**src/rtl/bw_seq_mult_ctrl.sv**
```systemverilog
// Sequential signed AW x BW Baugh-Wooley multiplier controller.
// A single partial-product row is formed and added per cycle, so a product takes BW cycles.
module bw_seq_mult_ctrl #(
  parameter int AW = 7,
  parameter int BW = 5
) (
  input  logic                    clk,
  input  logic                    rst_n,
  input  logic                    i_in_valid,
  output logic                    o_in_ready,
  input  logic [AW-1:0]           i_a,
  input  logic [BW-1:0]           i_b,
  input  logic                    i_abort,
  output logic                    o_out_valid,
  input  logic                    i_out_ready,
  output logic [AW+BW-1:0]        o_p,
  output logic                    o_busy,
  output logic [$clog2(BW)-1:0]   o_row_idx
);

  localparam int PW = AW + BW;
  localparam int RW = $clog2(BW);

  // Correction constant folding in the complemented sign terms, modulo 2^PW
  localparam logic [PW-1:0] BW_CONST = (PW'(1) << (AW-1)) + (PW'(1) << (BW-1)) + (PW'(1) << (PW-1));

  typedef enum logic [1:0] {IDLE, RUN, DONE} state_t;

  state_t          r_state;
  state_t          w_state_next;
  logic [AW-1:0]   r_a;
  logic [BW-1:0]   r_b;
  logic [PW-1:0]   r_acc;
  logic [RW-1:0]   r_row_idx;

  logic            w_last_row;
  logic            w_b_bit;
  logic [AW-1:0]   w_pp;
  logic [AW-1:0]   w_row;
  logic [PW-1:0]   w_row_shifted;

  assign w_last_row    = (r_row_idx == RW'(BW-1));
  assign w_b_bit       = r_b[r_row_idx];
  assign w_pp          = r_a & {AW{w_b_bit}};
  // Ordinary rows complement the sign-column bit; the multiplier's sign row complements the rest
  assign w_row         = w_last_row ? {w_pp[AW-1], ~w_pp[AW-2:0]}
                                    : {~w_pp[AW-1], w_pp[AW-2:0]};
  assign w_row_shifted = PW'(w_row) << r_row_idx;

  always_ff @(posedge clk or negedge rst_n) begin
    if (!rst_n) r_state <= IDLE;
    else        r_state <= w_state_next;
  end

  always_comb begin
    w_state_next = r_state;
    case (r_state)
      IDLE:    if (i_in_valid) w_state_next = RUN;
      RUN:     if (i_abort) w_state_next = IDLE;
               else if (w_last_row) w_state_next = DONE;
      DONE:    if (i_abort || i_out_ready) w_state_next = IDLE;
      default: w_state_next = IDLE;
    endcase
  end

  always_ff @(posedge clk or negedge rst_n) begin
    if (!rst_n) begin
      r_a       <= '0;
      r_b       <= '0;
      r_acc     <= '0;
      r_row_idx <= '0;
    end else begin
      case (r_state)
        IDLE: begin
          if (i_in_valid) begin
            r_a       <= i_a;
            r_b       <= i_b;
            r_acc     <= BW_CONST;
            r_row_idx <= '0;
          end
        end
        RUN: begin
          // An aborted operation leaves the partial sum visible but never flagged valid
          if (i_abort) begin
            r_row_idx <= '0;
          end else begin
            r_acc <= r_acc + w_row_shifted;
            if (!w_last_row) r_row_idx <= r_row_idx + RW'(1);
          end
        end
        DONE: begin
          if (i_abort || i_out_ready) r_row_idx <= '0;
        end
        default: r_row_idx <= '0;
      endcase
    end
  end

  assign o_in_ready  = (r_state == IDLE);
  assign o_busy      = (r_state == RUN);
  assign o_out_valid = (r_state == DONE);
  assign o_p         = r_acc;
  assign o_row_idx   = r_row_idx;

endmodule

```
**config.mk**
```make
export PLATFORM = sky130hd
export DESIGN_NAME = bw_seq_mult_ctrl
export DESIGN_NICKNAME = d
export VERILOG_FILES = /design/src/rtl/bw_seq_mult_ctrl.sv
export SDC_FILE = /design/constraint.sdc
export NUM_CORES = 1
export LEC_CHECK = 0
export ABC_AREA = 1
export CAP_MARGIN = 20
export CELL_PAD_IN_SITES_DETAIL_PLACEMENT = 0
export CELL_PAD_IN_SITES_GLOBAL_PLACEMENT = 1
export CORE_ASPECT_RATIO = 0.9
export CORE_MARGIN = 3
export CORE_UTILIZATION = 39
export DETAILED_ROUTE_END_ITERATION = 16
export PLACE_DENSITY = 0.88
export SLEW_MARGIN = 25
export SYNTH_ARGS = -nofsm -noshare
export SYNTH_HDL_FRONTEND = slang
export SYNTH_SLANG_ARGS = --single-unit
```
**constraint.sdc**
```tcl
create_clock -name clk -period 4.7 [get_ports clk]
set_input_delay 0.94 -clock clk [delete_from_list [all_inputs] [get_ports clk]]
set_output_delay 0.94 -clock clk [all_outputs]
set_load 0.005 [all_outputs]
```
==> flow_summary.json, run 1 <==
{
  "num_antenna_cells": 0,
  "synth-warning-count": 0,
  "critical_path.max_fanout": 12,
  "clk_latency_ns": 0.28,
  "ys_seq_area_frac": 0.3494,
  "netlist_area_mm2": 0.002077,
  "cts_max_level": 2,
  "register_area_um2": 725.7,
  "design.core.area_mm2": 0.004985,
  "layout.nets": 344,
  "hold_class": "reg2reg",
  "max_freq_mhz": 256.4,
  "design.die.area_mm2": 0.006238,
  "die_width_um": 82.93,
  "largest_family_of_logic_cells_by_synthesized_area": "simple AND/OR/NAND/NOR gates",
  "power_leakage_nw": 1.253,
  "power_switching_share": 0.3728,
  "smallest_setup_slack_after_layout_ns": 0.8001,
  "post-route-period-util": 0.8298,
  "hold_path.startpoint": "r_a[2]",
  "timing_worst_setup_path_type": "reg2reg",
  "final.fill_count": 530,
  "synth-simple-area-share": 0.3157,
  "clock-sinks": 29,
  "start_kind": "flip-flop",
  "synthesis.nets": 308,
  "numPortBuffers": 34,
  "preCtsSetupSlack_ns": 0.8764,
  "drv.max_cap_violation_count": 0,
  "globalRouteTotalUtil": 0.1644,
  "routed_wire_length_per_instance_um": 12.36,
  "synthTopCellsByArea": "dfrtp_1 (35%), nand2_1 (16%), ha_1 (7.8%)",
  "antenna_violating_nets_post_route": 0,
  "switchingPower_mw": 0.4220,
  "required_ns": 4.87,
  "fin_util": 0.5183,
  "postCtsSetupBuffers": 0,
  "post_cts_resized": 0,
  "clk_pin_slew_ns": 0.06,
  "die-height_um": 75.23,
  "multi_input_comb_area_mm2": 0.001211,
  "wirelength_um": 4684,
  "yosysTopAreaCell": "dfrtp_1",
  "clock_tree.buffer_depth": 2,
  "syn-instance-count": 277,
  "vias_in_the_first_global_route": 1851,
  "relSlewSlack": 0.6194,
  "pwr-share-seq": 0.320,
  "finClkSkew_ns": 0.007517,
  "grt_max_degree": 30,
  "place.gp.congestion": 0.9241,
  "setup-tns-final_ns": 0,
  "tightestPinTransition_ns": 0.5710,
  "final-setup-viol-count": 0,
  "area_growth_syn_to_layout_pct": 24.40,
  "gr-total-overflow": 0,
  "drt_pre_antenna_iters": 4,
  "cts.hold.buffers_added": 0,
  "combPwrFrac": 0.443,
  "power.clock.fraction": 0.237,
  "muxShareOfSynthArea": 0.01928,
  "number_of_antenna_violations_at_the_first_check_in_global_routing": 0,
  "drive_above_1_share": 0.1019,
  "worstSetupStartpoint": "o_row_idx[1]",
  "post_synth_num_cell_types": 36,
  "maxSlewViolCount": 0,
  "synth-seq-cells": 29,
  "timing.critical_path.to_type": "flip-flop",
  "power.total_mw": 1.132,
  "power_report.internal_total_mw": 0.7100,
  "ir_drop_mv": 0.1650,
  "row_count": 24,
  "setup_repair_after_global_routing_missed_its_margin": "false",
  "cp_data_arrival_time_ns": 4.07,
  "synth-compound-area-share": 0.1265,
  "numCtsBuffers": 5,
  "vias_per_cell": 4.945,
  "outcome": "finished clean",
  "grt_first_pass_wirelength_um": 8293,
  "ioPinCount": 35,
  "cts_root_buf": "clkbuf_8",
  "final_routed_drc_violation_total": 0,
  "post_synth_xor_area_fraction": 0.03373,
  "post-dp-hpwl_um": 3642,
  "synthDominantCellAreaShare": 0.3494,
  "crit-reg2reg-launch": "o_row_idx[1]",
  "hold_violations": 0,
  "via_total_after_detailed_routing": 1874,
  "floorplan.initialDensity": 0.4167,
  "yosys.area_share.adder": 0.08795,
  "tritoncts": "built",
  "finalWorstPathRequiredPeriod_ns": 3.900,
  "avgSynthCellArea_um2": 7.498,
  "power_per_cell_area_mw_per_mm2": 438.1,
  "initialDrtViolationCount": 61
}
-- critical path: stages, from the launching register on --
cell and delay (ns):
dfrtp_1 0.62, inv_1 0.30, ha_1 0.26, nand2_1 0.18, inv_2 0.14, xor2_1 0.19
or2_4 0.25, nor3_1 0.21, ha_1 0.24, fa_1 0.21, nand3_1 0.08, nand2_1 0.10
nand2_1 0.05, nand2_1 0.06, a21oi_1 0.09, o21ai_0 0.29, nand2_1 0.12, nand2_1 0.08
nand2_1 0.05, nand2_1 0.06, a21oi_1 0.05, o21ai_0 0.07, nand2_1 0.06
-- stage by stage --
step | instance area, um2 | hold WS [ns] | instances
floorplan | 2077 | 0.4492 | 277
global placement | 2467 | 0.4676 | 371
detailed placement | 2467 | 0.4717 | 371
CTS | 2584 | 0.4900 | 379
global route | 2584 | 0.5071 | 379
finish | 2584 | 0.4838 | 379
-- sequential cells by signal (all words and copies together) (netlist names) --
| register | count |
|---|---|
| o_p | 12 |
| r_a | 7 |
| r_b | 5 |
| o_row_idx | 3 |
| r_state | 2 |
-- routing by layer --
layer	up-vias	global-route usage	share of wire
li1	995	-	-
met1	839	0.2211	0.53
met2	34	0.2580	0.42
met3	6	0.05361	0.047
met4	0	0.04356	0.0088
met5	-	0	0
-- cell usage after synthesis (all sizes together) --
master and n:
nor2 16, o21a 1, ha 13, nand3b 1, xor2 6, a31oi 3, nand4 3, dfrtp 29
a21oi 12, inv 25, buf 4, nand2 94, clkbuf 3, o31ai 2, or2 2, xnor2 2
fa 1, o22ai 4, nor4 1, nor3 3, o21ai 23, mux2i 4, nand3 23, o21bai 1
a32o 1
-- final cells by class --
| type | instances | area share |
|---|---|---|
| Clock buffer | 7 | 0.03341 |
| Clock inverter | 1 | 0.01162 |
| Inverter | 25 | 0.03632 |
| Multi-Input combinational cell | 216 | 0.4688 |
| Sequential cell | 29 | 0.2809 |
| Tap cell | 65 | 0.03148 |
| Timing Repair Buffer | 36 | 0.1375 |
-- placed cells by master, fill, tap and decap left out, drive strengths merged --
master and n:
o21ai 23, nand3b 1, nand3 23, xnor2 2
buf 2, mux2i 4, a32o 1, or2 2
o31ai 2, nand4 3, a21oi 12, o22ai 4
fa 1, o21a 1, nor4 1, nor2 16
nor3 3, inv 25, clkdlybuf4s50 34, bufinv 1
xor2 6, clkbuf 7, ha 13, dfrtp 29
nand2 94, o21bai 1, a31oi 3
-- path summary, 6_finish.rpt --
| check | slack, ns | cells past startpoint | endpoint |
|---|---|---|---|
| min in group asynchronous | 1.04 | 2 | r_b[0] |
| worst min register to register | 0.48 | 2 | r_a[2] |
| max in group asynchronous | 3.38 | 2 | o_p[7] |
| worst min-delay path | 0.48 | 2 | r_a[2] |
| worst max-delay path | 0.80 | 22 | o_p[10] |
| worst max register to register | 0.80 | 22 | o_p[10] |
-- cells by family (layout without fill, tap and decap cells) --
| family | after synthesis | in the layout |
|---|---|---|
| flops | 29 | 29 |
| mux | 4 | 4 |
| xor+xnor | 8 | 8 |
| fa+ha+maj | 14 | 14 |
| compound gates | 47 | 47 |
| buf+inv | 32 | 69 |
| simple gates | 143 | 143 |
-- power groups by stage --
| stage | clock, mW | sequential, mW | combinational, mW |
|---|---|---|---|
| 5_1_grt | 0.289 | 0.373 | 0.571 |
| 2_1_floorplan | 0 | 0.354 | 0.346 |
| 4_1_cts | 0.275 | 0.363 | 0.506 |
| 3_3_place_gp | 0 | 0.366 | 0.499 |
| 6_report | 0.268 | 0.362 | 0.501 |
| 3_5_place_dp | 0 | 0.368 | 0.503 |
Power figures use the tool's default switching activity.
==> run 2, diff against run 1 <==
- clock period: 4.7 -> 3.7 ns (I/O delays scaled with it)
==> flow_summary.json, run 2 (synthesized netlist as in run 1, its figures left out) <==
{
  "outcome": "finished clean",
  "antenna_violating_nets_post_route": 0,
  "area_growth_syn_to_layout_pct": 25.18,
  "finalWorstPathRequiredPeriod_ns": 3.317,
  "vias_in_the_first_global_route": 1914,
  "design.die.area_mm2": 0.006238,
  "post-route-period-util": 0.8965,
  "crit_path_cell_trace": "inv_4, ha_1, nand2_1, inv_4, xor2_1, mux2i_1, mux2i_1, nor2_1, ha_1, a21oi_1, nand2_1, nand2_1, nand2_1, a21oi_2, o21ai_1, nand2_1, nand2_1, nand2_1, nand2_1, o21ai_0, nand2_1",
  "setup-tns-final_ns": 0,
  "num_antenna_cells": 0,
  "critical_path.max_fanout": 11,
  "place.gp.congestion": 0.9358,
  "power_leakage_nw": 1.264,
  "multi_input_comb_area_mm2": 0.001215,
  "ioPinCount": 35,
  "initialDrtViolationCount": 129,
  "relSlewSlack": 0.7132,
  "hold_path.startpoint": "r_a[2]",
  "cp_data_arrival_time_ns": 3.48,
  "final.fill_count": 499,
  "design.core.area_mm2": 0.004985,
  "detailed_place.area_mm2": 0.002497,
  "cts_max_level": 2,
  "ir_drop_mv": 0.2984,
  "post-dp-hpwl_um": 3699,
  "min_delay_worst_endpoint": "r_a[2]",
  "finClkSkew_ns": 0.004327,
  "drt_pre_antenna_iters": 4,
  "power_per_cell_area_mw_per_mm2": 530.2,
  "vias_per_cell": 4.932,
  "grt_first_pass_wirelength_um": 8611,
  "maxSlewViolCount": 0,
  "slowest_delay_ns": 0.41,
  "die-height_um": 75.23,
  "cpMaxStageDelayCell": "dfrtp_1",
  "r2r_end": "o_p[10]",
  "final-setup-viol-count": 0,
  "cpMostUsedCell": "nand2_1",
  "commonest_cells_after_routing_fill_and_taps_aside": "nand2_1 (86), clkdlybuf4s50_1 (34), dfrtp_1 (29)",
  "final_common_cell": "nand2_1",
  "timing.hold.worst_path_depth": 2,
  "preCtsSetupSlack_ns": 0.2321,
  "tightestPinTransition_ns": 0.4297,
  "setup_repair_after_global_routing_missed_its_margin": "false",
  "register_area_um2": 725.7,
  "hold_class": "reg2reg",
  "routed_wire_length_per_instance_um": 12.49,
  "gr-total-overflow": 0,
  "cts_root_buf": "clkbuf_8",
  "largest_register_ff_count": 12,
  "row_count": 24,
  "clk_pin_slew_ns": 0.06,
  "numCtsBuffers": 5,
  "drv.max_cap_violation_count": 0,
  "max_freq_mhz": 301.5,
  "floorplan.initialDensity": 0.4167,
  "layoutNonFillerInstCount": 383,
  "required_ns": 3.87,
  "rr_worst_depth": 21,
  "power.total_mw": 1.379,
  "place_inst": 375,
  "grt_max_degree": 30,
  "layout.nets": 349,
  "tritoncts": "built",
  "numPortBuffers": 34,
  "clock_tree.buffer_depth": 2,
  "clock-sinks": 29,
  "timing.critical_path.to_type": "flip-flop",
  "via_total_after_detailed_routing": 1889,
  "r2r_slack_ns": 0.38,
  "smallest_setup_slack_after_layout_ns": 0.3830,
  "clk_latency_ns": 0.28,
  "timing_worst_setup_path_type": "reg2reg",
  "cts.hold.buffers_added": 0,
  "design_area_mm2": 0.002600,
  "drive_above_1_share": 0.1164,
  "hold_violations": 0,
  "wirelength_um": 4782,
  "start_kind": "flip-flop",
  "die_width_um": 82.93,
  "globalRouteTotalUtil": 0.1700,
  "number_of_antenna_violations_at_the_first_check_in_global_routing": 0,
  "crit-reg2reg-launch": "o_row_idx[0]",
  "final_routed_drc_violation_total": 0
}
## run 2: through the flow
step / util / hold WS (ns)
after global routing: 0.5216 / 0.5240
after detailed placement: 0.5010 / 0.4799
after floorplan: - / 0.4444
final: 0.5216 / 0.4903
after CTS: 0.5183 / 0.4969
after global placement: 0.5010 / 0.4745
## run 2: repair_timing
item | CTS | global route
endpoints found under the setup margin | 0 | 1
resized for setup | 0 | 4
buffers inserted | 0 | 1
## run 2: critical path, delay by kind of cell, from the launching register on
family | cells | cell delay, ns
fa+ha+maj | 2 | 0.50
buf+inv | 2 | 0.29
mux | 2 | 0.41
flops | 1 | 0.41
xor+xnor | 1 | 0.22
compound gates | 4 | 0.59
simple gates | 10 | 0.78
## run 2: worst max-delay path by stage
stage	start	end	slack, ns	depth (start not counted)
finish	o_row_idx[0]	o_p[10]	0.38	21
global route	o_row_idx[0]	o_p[10]	0.08	24
CTS	o_row_idx[0]	o_p[10]	0.21	21
detailed placement	o_row_idx[0]	o_p[10]	0.23	21
global placement	o_row_idx[0]	o_p[10]	0.32	21
floorplan	o_row_idx[1]	o_p[10]	0.43	23
## run 2: cell type report
class,instances,area share
Timing Repair Buffer,41,0.1511
Multi-Input combinational cell,216,0.4673
Inverter,25,0.03802
Clock buffer,7,0.03321
Tap cell,65,0.03128
Sequential cell,29,0.2791
## run 2: where the power goes
part	leakage, nW	internal [mW]	switching [mW]
clock	0.0443	0.147	0.118
sequential	0.365	0.392	0.0588
combinational	0.855	0.300	0.362
## run 2: layer usage
| metal | vias to the layer above | GRT usage | part of all wire |
|---|---|---|---|
| met5 | - | 0 | 0 |
| met1 | 849 | 0.2301 | 0.52 |
| met3 | 5 | 0.04705 | 0.040 |
| li1 | 1000 | - | - |
| met4 | 0 | 0.05445 | 0.0094 |
| met2 | 35 | 0.2669 | 0.43 |
